$ cat config.mk
export PLATFORM = sky130hd
export DESIGN_NAME = dmem_arbiter
export DESIGN_NICKNAME = d
export VERILOG_FILES = /design/src/rtl/dmem_arbiter.sv
export SDC_FILE = /design/constraint.sdc
export NUM_CORES = 1
export LEC_CHECK = 0
export BUFFER_PORTS_ARGS = -buffer_cell sky130_fd_sc_hd__buf_4
export CORE_AREA = 4 4 115 117
export DETAILED_ROUTE_END_ITERATION = 7
export DIE_AREA = 0 0 119 121
export PLACE_DENSITY = 0.64
export REMOVE_ABC_BUFFERS = 1
export SYNTH_ARGS = -nofsm -noshare
export SYNTH_HDL_FRONTEND = slang
export SYNTH_SLANG_ARGS = --single-unit
$ cat constraint.sdc
create_clock -name clock -period 1.1 [get_ports clock]
set_input_delay 0 -clock clock [delete_from_list [all_inputs] [get_ports clock]]
set_output_delay 0 -clock clock [all_outputs]
set_load 0.05 [all_outputs]
$ cat src/rtl/dmem_arbiter.sv
// dmem_arbiter: round-robin arbiter sharing one single-port data memory between the core and a debug port.
// Optional debug burst lock is built when DMEM_ARB_BURST_EN is defined.
module dmem_arbiter #(
  parameter int unsigned ADDR_W   = 32,
  parameter int unsigned DATA_W   = 32,
  parameter int unsigned MAX_HOLD = 4
) (
  input  logic              clock,
  input  logic              reset,
  input  logic              core_req,
  input  logic              core_we,
  input  logic [ADDR_W-1:0] core_addr,
  input  logic [DATA_W-1:0] core_wd,
  output logic              core_stall,
  output logic              core_rvalid,
  output logic [DATA_W-1:0] core_rd,
  input  logic              dbg_req,
  input  logic              dbg_we,
  input  logic [ADDR_W-1:0] dbg_addr,
  input  logic [DATA_W-1:0] dbg_wd,
  input  logic              dbg_lock,
  output logic              dbg_gnt,
  output logic              dbg_rvalid,
  output logic [DATA_W-1:0] dbg_rd,
  output logic              mem_en,
  output logic              mem_we,
  output logic [ADDR_W-1:0] mem_addr,
  output logic [DATA_W-1:0] mem_wd,
  input  logic [DATA_W-1:0] mem_rd
);

  typedef enum logic {
    PRI_CORE = 1'b0,
    PRI_DBG  = 1'b1
  } state_t;

  localparam logic OWNER_CORE = 1'b0;
  localparam logic OWNER_DBG  = 1'b1;

  state_t r_state;
  state_t w_state_nxt;
  logic   w_core_gnt;
  logic   w_dbg_gnt;
  logic   w_issue;
  logic   w_sel_we;
  logic   w_dbg_wins_tie;
  logic   w_dbg_locked;
  logic   r_rsp_valid;
  logic   r_rsp_owner;

`ifdef DMEM_ARB_BURST_EN
  localparam int unsigned     HOLD_W   = 4;
  localparam logic [HOLD_W-1:0] HOLD_MAX = HOLD_W'(MAX_HOLD);

  logic [HOLD_W-1:0] r_hold_cnt;
  logic [HOLD_W-1:0] w_hold_nxt;
  logic              w_force_core;

  // A saturated lock streak hands the next tie to the core.
  assign w_force_core   = (r_hold_cnt >= HOLD_MAX);
  assign w_dbg_wins_tie = (r_state == PRI_DBG) && !w_force_core;
  assign w_dbg_locked   = dbg_lock;

  always_comb begin
    w_hold_nxt = r_hold_cnt;
    if (w_core_gnt || !dbg_lock) begin
      w_hold_nxt = '0;
    end else if (w_dbg_gnt && (r_hold_cnt < HOLD_MAX)) begin
      w_hold_nxt = r_hold_cnt + HOLD_W'(1);
    end
  end

  always_ff @(posedge clock or negedge reset) begin
    if (!reset) begin
      r_hold_cnt <= '0;
    end else begin
      r_hold_cnt <= w_hold_nxt;
    end
  end
`else
  logic w_unused;

  assign w_unused       = dbg_lock | (MAX_HOLD > 32'd15);
  assign w_dbg_wins_tie = (r_state == PRI_DBG);
  assign w_dbg_locked   = 1'b0;
`endif

  // Grants are held low during reset so every output reads 0.
  assign w_core_gnt = reset && core_req && (!dbg_req || !w_dbg_wins_tie);
  assign w_dbg_gnt  = reset && dbg_req && (!core_req || w_dbg_wins_tie);
  assign w_issue    = w_core_gnt || w_dbg_gnt;
  assign w_sel_we   = w_dbg_gnt ? dbg_we : core_we;

  assign core_stall = reset && core_req && !w_core_gnt;
  assign dbg_gnt    = w_dbg_gnt;

  always_comb begin
    mem_en   = 1'b0;
    mem_we   = 1'b0;
    mem_addr = '0;
    mem_wd   = '0;
    if (w_core_gnt) begin
      mem_en   = 1'b1;
      mem_we   = core_we;
      mem_addr = core_addr;
      mem_wd   = core_wd;
    end else if (w_dbg_gnt) begin
      mem_en   = 1'b1;
      mem_we   = dbg_we;
      mem_addr = dbg_addr;
      mem_wd   = dbg_wd;
    end
  end

  // Round-robin: the requester just served loses the next tie, unless debug holds a burst lock.
  always_comb begin
    w_state_nxt = r_state;
    if (w_core_gnt) begin
      w_state_nxt = PRI_DBG;
    end else if (w_dbg_gnt) begin
      w_state_nxt = w_dbg_locked ? PRI_DBG : PRI_CORE;
    end
  end

  always_ff @(posedge clock or negedge reset) begin
    if (!reset) begin
      r_state <= PRI_CORE;
    end else begin
      r_state <= w_state_nxt;
    end
  end

  always_ff @(posedge clock or negedge reset) begin
    if (!reset) begin
      r_rsp_valid <= 1'b0;
      r_rsp_owner <= OWNER_CORE;
    end else begin
      r_rsp_valid <= w_issue && !w_sel_we;
      r_rsp_owner <= w_dbg_gnt ? OWNER_DBG : OWNER_CORE;
    end
  end

  assign core_rvalid = r_rsp_valid && (r_rsp_owner == OWNER_CORE);
  assign dbg_rvalid  = r_rsp_valid && (r_rsp_owner == OWNER_DBG);
  assign core_rd     = core_rvalid ? mem_rd : '0;
  assign dbg_rd      = dbg_rvalid ? mem_rd : '0;

  a_one_grant : assert property (@(posedge clock) disable iff (!reset)
    !(w_core_gnt && w_dbg_gnt));

  a_one_rvalid : assert property (@(posedge clock) disable iff (!reset)
    !(core_rvalid && dbg_rvalid));

  a_read_resp : assert property (@(posedge clock) disable iff (!reset)
    (w_issue && !w_sel_we) |=> (core_rvalid || dbg_rvalid));

endmodule
==> key figures <==
Status
  • Status: complete, but fails checks
  • Failing checks: setup timing

Synthesis
  • Synth Area in Compound Gates: between 40% and 50%
  • Post-synth design cell area: between 2000 and 2500 sq um
  • Combinational family with the most area after synthesis: simple AND/OR/NAND/NOR gates
  • Mux cell area share after synthesis: 0%
  • Synthesized flop and latch total: 3
  • Syn Inst Count: 322
  • Top cell type's share of synthesized area: 29.2%
  • Main area contributors after synthesis: o32ai_2 29%, nand2_1 22%, o32ai_1 10%, and2_1 9.5%, and3_1 9.3%
  • Cell taking the most area after synthesis: o32ai_2
  • Synth warn: 0
  • Syn avg cell area: 6.92 sq um
  • Sequential fraction of the synthesis area: 3.37%
  • Simple logic cell fraction of the synthesized area: 42.5%
  • Adder-cell share of the synthesized area: 0%
  • Yosys cell types: 18
  • Post-Synth XOR/XNOR Area: 0%

Layout
  • Commonest non-fill, non-tap cell in the layout: buf_4
  • Post-Layout Cell Count: 818
  • Most frequent cells in the layout: 177 x buf_4, 131 x nand2_1, 87 x buf_6, 67 x buf_8, 48 x o32ai_4
  • Fillers: 965
  • Nets@finish: slightly above 800
  • Share of cells above drive strength 1: 78.0%
  • Syn-to-layout area delta: 223%

STA
  • Final Hold Fails: 0
  • Final Cycle Share: 141%
  • Worst-Margin Slew: 0.684 ns
  • Normalized max-slew margin: 54.4%
  • RSZ-0062 raised after global routing: true
  • Hold_ws: ~0.16 ns
  • Tmin final: 1.55 ns
  • # setup viols final: 135
  • Maximum operating frequency: 645 MHz
  • Final Skew: 0.00208 ns
  • Final worst slack: -0.451 ns
  • Slew Limit Fails: 0

Route
  • Detailed Routing Iterations Pass 1: 5
  • Total Wirelength: roughly 18000 um
  • Post-route DRC: 0
  • Vias: 4009
  • WL/cell: 21.8 um
  • Antenna Nets Post-Route: 0
  • Avg Vias per Cell: 4.90
  • First DRT Iteration DRCs: between 200 and 250

Critical path
  • Crit path cell chain: buf_6, a21bo_4, buf_8, o32ai_4, buf_6
  • Data required, critical path: 1.10 ns
  • Worst EP arrival: 1.55 ns
  • CP startpoint kind: flip-flop
  • CP Max Fanout: 8
  • Slowest CP cell: dfrtp_2
  • Kind of critical path: reg2out
  • Crit-path max cell delay: 0.44 ns
  • Most common cell on crit path: buf_6
  • Worst reg-to-reg path cell count: 4
  • CP Capture Type: primary output

Floorplan
  • Die Height: ~120 um
  • CORE AREA: 12400 sq um
  • Die W: 119 um
  • # IOs: about 300
  • Initial Utilization: 18.0%
  • Cell Rows: 41
  • Die area: 14400 sq um

Placed design
  • Placed insts: 781
  • DPL Wire Length: between 10000 and 15000 um
  • IO Port Bufs: 299
  • RePlAce Congestion: roughly 0.8

Clock network
  • Root Buffer: clkbuf_16
  • CTS tree: built
  • Clock sinks: 3
  • Inserted Clock Buffers: 3
  • Clk slew on worst S/H paths: 0.03 ns
  • H-tree levels: 1
  • Worst-Skew Late Latency: 0.22 ns
  • Maximum buffer depth of the clock tree: 2

Global routing
  • Global-route usage over all layers: 20.4%
  • Global-route wire length before repair: 23600 um
  • Grt total ovfl: 0
  • Vias in the first global route: 4246
  • Initial antenna violation count: 5
  • Pin count of the biggest net entering global routing: 62

Power
  • Leak: 0.00306 uW
  • VDD IR-drop max: 0.391 mV
  • Pwr Density: 717 nW/um^2

Min path
  • Hold Path Depth: 3
  • Tightest Hold Check Type: in2reg

Job
  • Max_cap viols: 0
[worst paths after layout]
| path | slack, ns | to | from |
|---|---|---|---|
| worst max-delay path | -0.45 | mem_wd[11] | r_state$_DFFE_PN0P_ |
| worst min-delay path | 0.16 | r_rsp_valid$_DFF_PN0_ | dbg_we |
| worst max register to register | -0.11 | r_rsp_valid$_DFF_PN0_ | r_state$_DFFE_PN0P_ |
| worst min register to register | 0.75 | r_state$_DFFE_PN0P_ | r_state$_DFFE_PN0P_ |
| max in group asynchronous | 0.39 | r_rsp_valid$_DFF_PN0_ | reset |
| min in group asynchronous | 0.52 | r_rsp_owner$_DFF_PN0_ | reset |
[metal layers]
metal	global-route usage, %	vias to the layer above	part of all wire (%)
li1	-	1819	-
met3	4.48	47	7.4
met4	6.81	0	4.4
met1	20.9	1875	33
met5	0	-	0
met2	40.6	268	55
[state kept, by name (all words and copies together) (netlist names)]
name         count
r_rsp_owner      1
r_state          1
r_rsp_valid      1
[cells by family (layout without fill, tap and decap cells)]
kind of cell	after synthesis	in the layout
flops	3	3
compound gates	70	71
other cells	0	5
simple gates	203	203
buf+inv	46	364
[where the power goes]
| part | internal, uW | total (uW) | switching [uW] |
|---|---|---|---|
| combinational | 2040 | 4450 | 2410 |
| sequential | 126 | 144 | 18.4 |
| clock | 478 | 572 | 94.2 |
[synthesized netlist by cell type]
cell	number
buf_4	1
buf_6	14
nand2_1	131
o32ai_2	40
nor2b_4	1
o32ai_1	26
nor2_1	1
a21oi_1	2
buf_2	15
and2_1	34
and2b_1	1
clkbuf_1	15
o21a_1	1
dfrtp_1	3
a21bo_2	1
and3_1	33
inv_2	1
nand2b_1	2
[critical path, delay by kind of cell (launching register included)]
kind            cells  cell delay [ns]
compound gates      2             0.38
buf+inv             3             0.51
flops               1             0.44
[metrics by stage]
stage / power (uW) / utilization (%) / TNS (ns) / setup slack [ns] / instance area (sq um)
after floorplan: 1800 / - / -96.91 / -1.34 / 1930
after global placement: 3100 / 38.4 / -24.07 / -0.397 / 4750
final: 5160 / 58.2 / -40.77 / -0.451 / 7200
after CTS: 4630 / 51.4 / -39.14 / -0.443 / 6350
after detailed placement: 3150 / 38.4 / -27.50 / -0.459 / 4750
after global routing: 5350 / 58.2 / -45.16 / -0.488 / 7200
[final cells by class]
cell class / count / area, sq um / share of cell area (%)
well taps: 172 / 215 / 2.99
multi-input cells: 274 / 2860 / 39.8
flip-flops and latches: 3 / 77.6 / 1.08
diodes: 5 / 12.5 / 0.174
repair buffers: 359 / 3950 / 54.8
inverters: 1 / 3.75 / 0.0521
clock buffers: 4 / 78.8 / 1.10
[repair_timing]
action | 4_1_cts | 5_1_grt
gates cloned | 6 | 9
resized for setup | 274 | 112
setup buffers | 11 | 5
pin swaps | 20 | 35
hold endpoints to repair | 3 | 0
hold buffers | 1 | 0
setup endpoints to repair | 135 | 135
No activity file was read; power rests on OpenSTA's default activity.
